===== config.mk =====
export PLATFORM = sky130hd
export DESIGN_NAME = path_bist_ctrl
export DESIGN_NICKNAME = d
export VERILOG_FILES = /design/src/rtl/path_bist_ctrl.sv
export SDC_FILE = /design/constraint.sdc
export NUM_CORES = 1
export LEC_CHECK = 0
export CAP_MARGIN = 20
export CORE_ASPECT_RATIO = 1.75
export CORE_UTILIZATION = 50
export CTS_BUF_LIST = sky130_fd_sc_hd__clkbuf_8
export DETAILED_ROUTE_END_ITERATION = 16
export PLACE_DENSITY = 0.77
export SLEW_MARGIN = 30
export SYNTH_ARGS = -nofsm -noshare
export SYNTH_HDL_FRONTEND = slang
export SYNTH_SLANG_ARGS = --single-unit

===== constraint.sdc =====
create_clock -name clk -period 3.1 [get_ports clk]
set_clock_uncertainty 0.15 [all_clocks]
set_input_delay 0.465 -clock clk [delete_from_list [all_inputs] [get_ports clk]]
set_output_delay 0.465 -clock clk [all_outputs]
set_load 0.02 [all_outputs]

===== src/rtl/path_bist_ctrl.sv =====
// path_bist_ctrl: launch/capture self-test controller wrapped around the
// `main` path netlist. An LFSR drives the netlist inputs (vec[0]->in1 ..
// vec[3]->in4); after CAPTURE_DELAY settle cycles the netlist output is
// folded into a MISR signature. One run applies N_VECTORS patterns.
// Optional: define PATH_BIST_EXPECT_EN to add a golden-signature compare
// (expected_sig input, registered pass/fail outputs).
module path_bist_ctrl #(
  parameter int                VEC_W         = 4,
  parameter logic [VEC_W-1:0]  SEED          = 4'b1001,
  parameter int                N_VECTORS     = 16,
  parameter int                CAPTURE_DELAY = 1,
  parameter int                SIG_W         = 8,
  parameter logic [SIG_W-1:0]  SIG_POLY      = 8'h1D
) (
  input  logic              clk,
  input  logic              rst,
  input  logic              start,
  output logic [VEC_W-1:0]  vec,
  input  logic              dut_out,
  output logic              busy,
  output logic              done,
  output logic [SIG_W-1:0]  signature,
  output logic [7:0]        vec_count
`ifdef PATH_BIST_EXPECT_EN
  ,
  input  logic [SIG_W-1:0]  expected_sig,
  output logic              pass,
  output logic              fail
`endif
);

  localparam logic [2:0] S_IDLE    = 3'd0;
  localparam logic [2:0] S_LAUNCH  = 3'd1;
  localparam logic [2:0] S_WAIT    = 3'd2;
  localparam logic [2:0] S_CAPTURE = 3'd3;
  localparam logic [2:0] S_DONE    = 3'd4;

  // An all-zero LFSR state would lock up, so a zero seed is forced to 1.
  localparam logic [VEC_W-1:0] SEED_EFF =
    (SEED == '0) ? {{(VEC_W-1){1'b0}}, 1'b1} : SEED;
  localparam logic [3:0] DLY_LAST = (CAPTURE_DELAY > 0) ? 4'(CAPTURE_DELAY - 1) : 4'd0;
  localparam logic [7:0] LAST_IDX = 8'(N_VECTORS - 1);

  logic [2:0]       r_state;
  logic [2:0]       w_state_nxt;
  logic [3:0]       r_dly;
  logic [VEC_W-1:0] r_vec;
  logic [SIG_W-1:0] r_sig;
  logic [7:0]       r_cnt;
  logic [SIG_W-1:0] w_sig_nxt;
  logic             w_last_cap;

  // One MISR shift: polynomial feedback from the MSB, new bit into the LSB.
  function automatic logic [SIG_W-1:0] misr_step(input logic [SIG_W-1:0] s,
                                                 input logic b);
    misr_step = {s[SIG_W-2:0], 1'b0} ^ (s[SIG_W-1] ? SIG_POLY : '0)
              ^ {{(SIG_W-1){1'b0}}, b};
  endfunction

  // Fibonacci LFSR step, taps x^4+x^3+1 for the default width.
  function automatic logic [VEC_W-1:0] lfsr_step(input logic [VEC_W-1:0] v);
    lfsr_step = {v[VEC_W-2:0], v[VEC_W-1] ^ v[VEC_W-2]};
  endfunction

  assign w_sig_nxt  = misr_step(r_sig, dut_out);
  assign w_last_cap = (r_state == S_CAPTURE) && (r_cnt == LAST_IDX);

  // Next-state decode for the launch/wait/capture sequence.
  always_comb begin
    w_state_nxt = r_state;
    case (r_state)
      S_IDLE:    if (start) w_state_nxt = S_LAUNCH;
      S_LAUNCH:  w_state_nxt = (CAPTURE_DELAY > 0) ? S_WAIT : S_CAPTURE;
      S_WAIT:    if (r_dly == DLY_LAST) w_state_nxt = S_CAPTURE;
      S_CAPTURE: w_state_nxt = (r_cnt == LAST_IDX) ? S_DONE : S_LAUNCH;
      S_DONE:    w_state_nxt = S_IDLE;
      default:   w_state_nxt = S_IDLE;
    endcase
  end

  // State register and settle-delay counter.
  always_ff @(posedge clk or posedge rst) begin
    if (rst) begin
      r_state <= S_IDLE;
      r_dly   <= 4'd0;
    end else begin
      r_state <= w_state_nxt;
      if (r_state == S_LAUNCH)
        r_dly <= 4'd0;
      else if (r_state == S_WAIT)
        r_dly <= r_dly + 4'd1;
    end
  end

  // Stimulus vector, signature and vector count; all held outside a run.
  always_ff @(posedge clk or posedge rst) begin
    if (rst) begin
      r_vec <= '0;
      r_sig <= '0;
      r_cnt <= 8'd0;
    end else if ((r_state == S_IDLE) && start) begin
      r_vec <= SEED_EFF;
      r_sig <= '0;
      r_cnt <= 8'd0;
    end else if (r_state == S_CAPTURE) begin
      r_vec <= lfsr_step(r_vec);
      r_sig <= w_sig_nxt;
      r_cnt <= r_cnt + 8'd1;
    end
  end

`ifdef PATH_BIST_EXPECT_EN
  // Golden compare latched on the edge entering DONE, cleared by a new start.
  always_ff @(posedge clk or posedge rst) begin
    if (rst) begin
      pass <= 1'b0;
      fail <= 1'b0;
    end else if ((r_state == S_IDLE) && start) begin
      pass <= 1'b0;
      fail <= 1'b0;
    end else if (w_last_cap) begin
      pass <= (w_sig_nxt == expected_sig);
      fail <= (w_sig_nxt != expected_sig);
    end
  end
`endif

  assign vec       = r_vec;
  assign signature = r_sig;
  assign vec_count = r_cnt;
  assign busy      = (r_state == S_LAUNCH) || (r_state == S_WAIT) || (r_state == S_CAPTURE);
  assign done      = (r_state == S_DONE);

endmodule

==> results of run 1 <==
==> registers in the layout (all words and copies together) (netlist names) <==
name / flops
signature: 8
r_dly: 4
vec_count: 8
r_state: 3
vec: 4
==> final cells by class <==
type | instances | area, sq um
inverter | 6 | 22.5
fill | 230 | 1010
tap | 27 | 33.8
timing repair buffer | 28 | 273
multi-input combinational | 104 | 658
clock inverter | 1 | 5.00
sequential | 27 | 676
clock buffer | 3 | 41.3
==> logic make-up after synthesis <==
family,count (synthesis)
XOR/XNOR,7
adder cells (fa/ha/maj),3
multiplexers,1
buffers and inverters,17
AND/OR/NAND/NOR,55
flip-flops,27
AO/OA/AOI/OAI,38
==> stage by stage <==
stage               power [mW]   util  instances
floorplan                 1.19      -        148
global placement          1.42  0.611        192
detailed placement        1.46  0.611        192
CTS                       1.66  0.628        196
global route              1.76  0.628        196
finish                    1.64  0.628        196
==> worst register-to-register path, cell delays in order, from the launching register on <==
cell and delay (ns):
dfrtp_1 0.73, nand3b_1 0.15, buf_4 0.23, or4_1 0.48
a21oi_1 0.15
==> power breakdown <==
part / leakage [nW] / internal, mW / switching [mW]
sequential: 0.350 / 0.475 / 0.184
combinational: 0.332 / 0.376 / 0.410
clock: 0.0255 / 0.0901 / 0.109
==> metal layers <==
layer,global-route usage,vias to the layer above,share of wire
met5,0,-,0
met4,0.0833,0,0.015
met3,0.0347,4,0.034
met2,0.332,21,0.52
met1,0.241,564,0.43
li1,-,558,-
==> worst max-delay path by stage <==
stage	start	to	slack, ns
detailed placement	r_state[0]	busy	0.95
global placement	r_state[0]	busy	0.99
CTS	r_state[0]	busy	0.64
finish	r_state[0]	busy	0.64
global route	r_state[0]	busy	0.53
floorplan	r_state[0]	busy	1.36
==> cell usage in the layout (no fill, tap or decap), types with 2 or more instances in the layout <==
cell,n
ha_1,3
and3b_2,2
inv_1,6
nor2_1,8
nand3_1,3
xnor2_1,7
nor3_1,3
a21oi_1,15
clkbuf_8,3
nand2_1,20
o211ai_1,2
nor3b_1,2
dfrtp_1,27
clkdlybuf4s50_1,25
or4_1,3
buf_4,3
or3_1,3
a211oi_1,5
o21ai_0,11
==> metrics, run 1 <==
Rows 25; clk_lat worst skew around 0.27 ns; Post-CTS Hold Buffers 0; P&R area growth vs syn 19.6%; pwr/cell area ~960 nW/um^2; crit path DAT ~1.8 ns; Port Buffers 25; count leader, synth dfrtp_1; clock period minus worst slack around 2.5 ns; critical path's most frequent cell nor2_1; Reg clk slew, reported paths ~0.09 ns; Ys Warns 0; die width around 42 um; Placed Area between 1500 and 2000 sq um; final instance area around 1700 sq um; Avg WL per Cell 14.3 um; final hold slack 0.390 ns; Clock Path Buffers 2; TritonCTS buffer count 3; first-pass iteration count of the detailed router 4; first-pass GRT wire length about 4700 um; Reg-to-Reg End vec_count[6]; worst-path cell with the longest stage delay dfrtp_1; worst path bufs/invs 1; synthesized area 1430 sq um; compound-cell area share of the yosys netlist 0.153; post-synthesis cell type count 38; number of synthesized flops with an enable pin 0; Tot GR Track Use 0.195; Post-DP HPWL a little under 2000 um; Clock Root Buffer clkbuf_8; number of synthesized register bits 27; via count 1147; max incr delay on CP 0.73 ns; Worst Slack Setup Final between 0.6 and 0.7 ns; top cell type by total area after synthesis dfrtp_1; Post-CTS Setup Bufs 0; Starting Density 0.525; Hold Path Class in -> async; reg-to-reg startpoint r_state[0]; max-slew violations 0; CP Cell Sequence nor2_1, nor2_1, clkdlybuf4s50_1; Die Span Y around 73 um; clk sinks 27; # diodes 0; Slew headroom 0.602; number of remaining DRC errors 0; largest net degree at the start of global routing 28; RSZ-0062 raised after global routing false; # H-tree levels 1; FF-to-FF setup slack between 1 and 1.5 ns; syn nets between 150 and 200; post-synthesis mux area share 0.00701; Critical Path RT roughly 2.5 ns; largest family of logic cells by synthesized area simple AND/OR/NAND/NOR gates; Reg2Reg Depth 4; Final Cycle Share 0.792; post-synthesis simple-gate area fraction 0.231; GRT overflow 0; post-route antenna net violation count 0; Seq/Total Area, Yosys 0.473; maxcap violations 0; Hold Violations, Final 0; XOR/XNOR share of the synthesized area 0.0429; Synth top area share 0.473; Total Wirelength around 2800 um; Synth top cells by count dfrtp_1 (27), nand2_1 (20), a21oi_1 (15), o21ai_0 (11), nor2_1 (8); Place WS approximately 0.95 ns; CTS tree done; setup TNS 0 ns; status finished, final reports clean; worst-path fanout max 18; Worst setup EP type output pin; GP Congestion between 0.7 and 0.8; Synth Area in Adders 0.0263; starting DRC count in detailed routing 28; Largest delay share family, worst path flip-flops; Syn Area/Cell between 9 and 10 sq um; PostCTS Resize Cnt 0; Worst-Margin Slew 0.596 ns; Post-synth ARST share 1.00; vias in the first global route 1082; Final setup viols 0; Max VDD drop approximately 0.59 mV; Setup crit start kind register; nets@finish roughly 180; Top FF cell, synth dfrtp_1; static leakage slightly above 0.7 nW; Max Fclk 407 MHz; # IOs 26; layout cells sized above 1 0.0769; initial antenna violation count 0; Crit Path Category reg -> out; top cells by area, synth dfrtp_1 (47%), a21oi_1 (5.3%), nand2_1 (5.3%), xnor2_1 (4.3%), o21ai_0 (3.9%); Core ar. approximately 2700 sq um; Critical Path Stages 3; Post-Syn Instances 148; full die area 3080 sq um; DR vias/cell 5.85
No activity file was read; power rests on OpenSTA's default activity.
==> run 2: changes to the inputs <==
CORE_UTILIZATION = 48   (was 50)
clock period = 2.1 ns   (was 3.1 ns; I/O delays follow)
==> metrics, run 2 (synthesized netlist as in run 1, its figures left out) <==
Hold Path Class in -> async (unchanged); Core ar. 2750 sq um (was 2720 sq um); Total Wirelength 2980 um (was 2810 um); area of the multi-input gates 658 sq um (unchanged); Placed Area 1690 sq um (was 1660 sq um); clock period minus worst slack between 1.5 and 2 ns; Max VDD drop 0.743 mV (was 0.589 mV); most frequent cells in the layout dfrtp_1 (27), clkdlybuf4s50_1 (25), nand2_1 (20) (unchanged); final instance area 1730 sq um (was 1710 sq um); number of remaining DRC errors 0 (unchanged); clk sinks 27 (unchanged); Reg-to-Reg End vec_count[6] (unchanged); Clock Path Buffers 2 (unchanged); status finished, final reports clean (unchanged); # diodes 0 (unchanged); worst-path fanout max 2 (was 18); maxcap violations 0 (unchanged); commonest non-fill, non-tap cell in the layout dfrtp_1 (unchanged); Critical Path RT 1.63 ns (was 2.48 ns); pwr/cell area 1420 nW/um^2 (was 962 nW/um^2); PostCTS Resize Cnt 0 (unchanged); FF-to-FF setup slack 0.27 ns (was 1.16 ns); initial antenna violation count 0 (unchanged); final hold slack 0.238 ns (was 0.390 ns); clk_lat worst skew 0.27 ns (about the same); CP Cell Sequence nor2_1, and2_1, clkdlybuf4s50_1 (was nor2_1, nor2_1, clkdlybuf4s50_1); Die Span Y 74.2 um (was 72.7 um); starting DRC count in detailed routing 24 (was 28); Post-CTS Hold Buffers 0 (unchanged); Final Cycle Share 0.952; largest net degree at the start of global routing 28 (unchanged); Hold Violations, Final 0 (unchanged); Crit Path Category reg -> out (unchanged); Setup crit start kind register (unchanged); Rows 25 (unchanged); Worst setup EP type output pin (unchanged); Worst-Margin Slew 0.393 ns (was 0.596 ns); Tot GR Track Use 0.206 (was 0.195); Reg area 676 sq um (unchanged); crit path DAT 1.53 ns (was 1.84 ns); Reg2Reg Depth 4 (unchanged); max incr delay on CP 0.59 ns (was 0.73 ns); Avg WL per Cell 15.0 um (was 14.3 um); worst path bufs/invs 1 (unchanged); worst-path cell with the longest stage delay clkdlybuf4s50_1 (was dfrtp_1); P&R area growth vs syn 21.2% (was 19.6%); die width 43.2 um (was 42.4 um); Reg clk slew, reported paths 0.09 ns (about the same); first-pass iteration count of the detailed router 4 (unchanged); GRT overflow 0 (unchanged); Largest delay share family, worst path buffers and inverters (was flip-flops); Slew headroom 0.737 (was 0.602); Post-CTS Setup Bufs 0 (unchanged); Starting Density 0.519 (was 0.525); via count 1132 (was 1147); # IOs 26 (unchanged); Worst Slack Setup Final 0.101 ns (was 0.645 ns); layout cells sized above 1 0.0930 (was 0.0769); full die area 3210 sq um (was 3080 sq um); CTS tree done (unchanged); DR vias/cell 5.69 (was 5.85); reg-to-reg startpoint r_state[0] (unchanged); Clock Root Buffer clkbuf_8 (unchanged); Critical Path Stages 3 (unchanged); vias in the first global route 1103 (was 1082); # H-tree levels 1 (unchanged); TritonCTS buffer count 3 (unchanged); Max Fclk roughly 500 MHz; Filler cells 257 (was 230); RSZ-0062 raised after global routing false (unchanged); critical path endpoint done (was busy); GP Congestion 0.767 (was 0.798); Final setup viols 0 (unchanged); post-route antenna net violation count 0 (unchanged); first-pass GRT wire length 5100 um (was 4700 um); Place WS 0.274 ns (was 0.947 ns); final core occ 0.629 (was 0.628); Post-DP HPWL 2140 um (was 1960 um); setup TNS 0 ns (unchanged); CP startpoint r_state[0] (unchanged); static leakage 0.723 nW (was 0.708 nW); nets@finish 180 (was 177); max-slew violations 0 (unchanged); Port Buffers 25 (unchanged)
run 2: cell types whose count changed in the layout (fill, tap and decap cells not counted), sizes merged:
cell  change
buf       +3
run 2: where the power goes:
group	switching, mW	total (mW)	internal [mW]
Combinational	0.704	1.29	0.582
Sequential	0.183	0.886	0.703
Clock	0.163	0.296	0.133
run 2: worst min-delay path, cell delays in order:
cell,delay [ns]
clkdlybuf4s50_1,0.39
inv_1,0.05
buf_4,0.31
run 2: routing by layer:
layer	GRT usage	wire length, um	vias to the layer above
met5	0	0	-
li1	-	-	565
met3	0.0316	83	5
met2	0.360	1610	22
met1	0.255	1240	540
met4	0.0741	35	0
run 2: how the worst min path moves through the flow:
stage / start / endpoint / depth (start not counted)
after detailed placement: vec[0] / vec[0] / 2
final: rst / r_dly[3] / 3
after global routing: rst / r_dly[3] / 3
after CTS: rst / r_dly[3] / 3
after global placement: signature[5] / signature[6] / 2
after floorplan: rst / r_dly[0] / 1
run 2: through the flow:
stage | power [mW] | cells
4_1_cts | 2.49 | 199
3_5_place_dp | 2.19 | 195
5_1_grt | 2.66 | 199
3_3_place_gp | 2.14 | 195
2_1_floorplan | 1.75 | 148
6_report | 2.47 | 199
run 2: final cells by class:
| class | instances | area share |
|---|---|---|
| clock buffer | 3 | 0.0238 |
| clock inverter | 1 | 0.00289 |
| inverter | 6 | 0.0130 |
| multi-input combinational | 104 | 0.380 |
| sequential | 27 | 0.390 |
| tap | 27 | 0.0195 |
| timing repair buffer | 31 | 0.171 |
==> run 3: changes to the inputs <==
CELL_PAD_IN_SITES_DETAIL_PLACEMENT = 1   (was not set)
CELL_PAD_IN_SITES_GLOBAL_PLACEMENT = 1   (was not set)
CORE_UTILIZATION = 37   (was 48)
PLACE_DENSITY = not set   (was 0.77)
PLACE_DENSITY_LB_ADDON = 0.1   (was not set)
==> metrics, run 3 (synthesized netlist as in run 1, its figures left out) <==
status finished, final reports clean (unchanged); Total Wirelength 3140 um (was 2980 um); vias in the first global route 1206 (was 1103); CTS tree done (unchanged); # IOs 26 (unchanged); P&R area growth vs syn 22.9% (was 21.2%); DR vias/cell 5.38 (was 5.69); final hold slack 0.243 ns (was 0.238 ns); number of remaining DRC errors 0 (unchanged); worst-path fanout max 6 (was 2); Hold Violations, Final 0 (unchanged); maxcap violations 0 (unchanged); full die area 4120 sq um (was 3210 sq um); # H-tree levels 1 (unchanged); crit path DAT 1.46 ns (was 1.53 ns); nets@finish 180 (unchanged); Filler cells 425 (was 257); clk_lat worst skew 0.27 ns (about the same); Placed Area 1710 sq um (was 1690 sq um); # diodes 0 (unchanged); RSZ-0062 raised after global routing false (unchanged); Worst setup EP type output pin (unchanged); Post-DP HPWL 2380 um (was 2140 um); first-pass iteration count of the detailed router 3 (was 4); Final setup viols 0 (unchanged); setup TNS 0 ns (unchanged); Reg clk slew, reported paths 0.09 ns (about the same); Post-CTS Setup Bufs 0 (unchanged); GRT overflow 0 (unchanged); Crit Path Category reg -> out (unchanged); Inst Count DP 214 (was 195); initial antenna violation count 0 (unchanged); Critical Path RT 1.63 ns (about the same); commonest non-fill, non-tap cell in the layout dfrtp_1 (unchanged); Max Fclk 519 MHz (was 500 MHz); Slew headroom 0.718 (was 0.737); GP Congestion 0.750 (was 0.767); critical path's most frequent cell nor2_1; Worst Slack Setup Final 0.172 ns (was 0.101 ns); Post-CTS Hold Buffers 0 (unchanged); die width 49.0 um (was 43.2 um); first-pass GRT wire length 5530 um (was 5100 um); Hold Path Class in -> async (unchanged); Clock Path Buffers 2 (unchanged); via count 1172 (was 1132); clk sinks 27 (unchanged); layout cells sized above 1 0.0988 (was 0.0930); Starting Density 0.390 (was 0.519); max incr delay on CP 0.60 ns (was 0.59 ns); Final Cycle Share 0.918 (was 0.952); Tot GR Track Use 0.172 (was 0.206); most frequent cells in the layout dfrtp_1 (26), clkdlybuf4s50_1 (24), nand2_1 (20) (was dfrtp_1 (27), clkdlybuf4s50_1 (25), nand2_1 (20)); pwr/cell area 1410 nW/um^2 (was 1420 nW/um^2); Avg WL per Cell 14.4 um (was 15.0 um); post-route insts no fill 218 (was 199); clock period minus worst slack 1.93 ns (was 2.00 ns); Worst-Margin Slew 0.422 ns (was 0.393 ns); static leakage 0.726 nW (was 0.723 nW); final instance area 1760 sq um (was 1730 sq um); Rows 29 (was 25); starting DRC count in detailed routing 9 (was 24); post-route antenna net violation count 0 (unchanged); Max VDD drop 0.721 mV (was 0.743 mV); Setup crit start kind register (unchanged); max-slew violations 0 (unchanged); Die Span Y 84.2 um (was 74.2 um); CP Cell Sequence nor2_1, nor2_1, clkdlybuf4s50_1 (was nor2_1, and2_1, clkdlybuf4s50_1); Port Buffers 25 (unchanged); TritonCTS buffer count 3 (unchanged); Place WS 0.263 ns (was 0.274 ns); worst-path cell with the longest stage delay clkdlybuf4s50_1 (unchanged); Clock Root Buffer clkbuf_8 (unchanged); Core ar. 3660 sq um (was 2750 sq um); largest net degree at the start of global routing 28 (unchanged)
==> run 3: through the flow <==
step / power [mW] / util
6_report: 2.47 / 0.479
5_1_grt: 2.69 / 0.479
4_1_cts: 2.52 / 0.479
3_5_place_dp: 2.21 / 0.466
3_3_place_gp: 2.17 / 0.466
2_1_floorplan: 1.75 / -
==> run 3: worst max-delay path, delay by kind of cell (launching register included) <==
family | cells | cell delay [ns]
buffers and inverters | 1 | 0.60
flip-flops | 1 | 0.43
AND/OR/NAND/NOR | 2 | 0.15
==> run 3: routing by layer <==
layer	GRT usage	wire [um]	up-vias
met3	0.0163	62	5
met1	0.208	1360	587
met2	0.307	1670	18
met4	0.0722	53	0
met5	0	0	-
li1	-	-	562
==> run 3: worst paths after layout <==
check | from | end | slack [ns] | depth (start not counted)
setup reg to reg | r_state[1] | vec_count[6] | 0.26 | 4
setup / recovery | r_state[0] | busy | 0.17 | 3
min in group clk | r_state[2] | r_state[1] | 0.37 | 1
hold / removal | rst | r_dly[2] | 0.24 | 3
hold reg to reg | r_state[2] | r_state[1] | 0.37 | 1
max in group asynchronous | rst | r_state[0] | 1.28 | 3
==> run 3: power by group <==
group	total [mW]	switching (mW)	internal [mW]
clock	0.291	0.158	0.133
sequential	0.909	0.204	0.705
combinational	1.27	0.689	0.582
total	2.47	1.05	1.42
==> run 3: timing repair <==
action | in CTS | in global routing
hold endpoints to repair | 0 | 0
setup endpoints to repair | 1 | 1
resized for setup | 1 | 1
pin swaps | 0 | 0
==> run 3: area by class of cell <==
class	count	area [sq um]	area share
multi-input combinational	104	658	0.375
clock inverter	1	5.00	0.00285
clock buffer	3	41.3	0.0235
timing repair buffer	31	294	0.167
inverter	6	22.5	0.0128
sequential	27	677	0.386
tap	46	57.6	0.0328
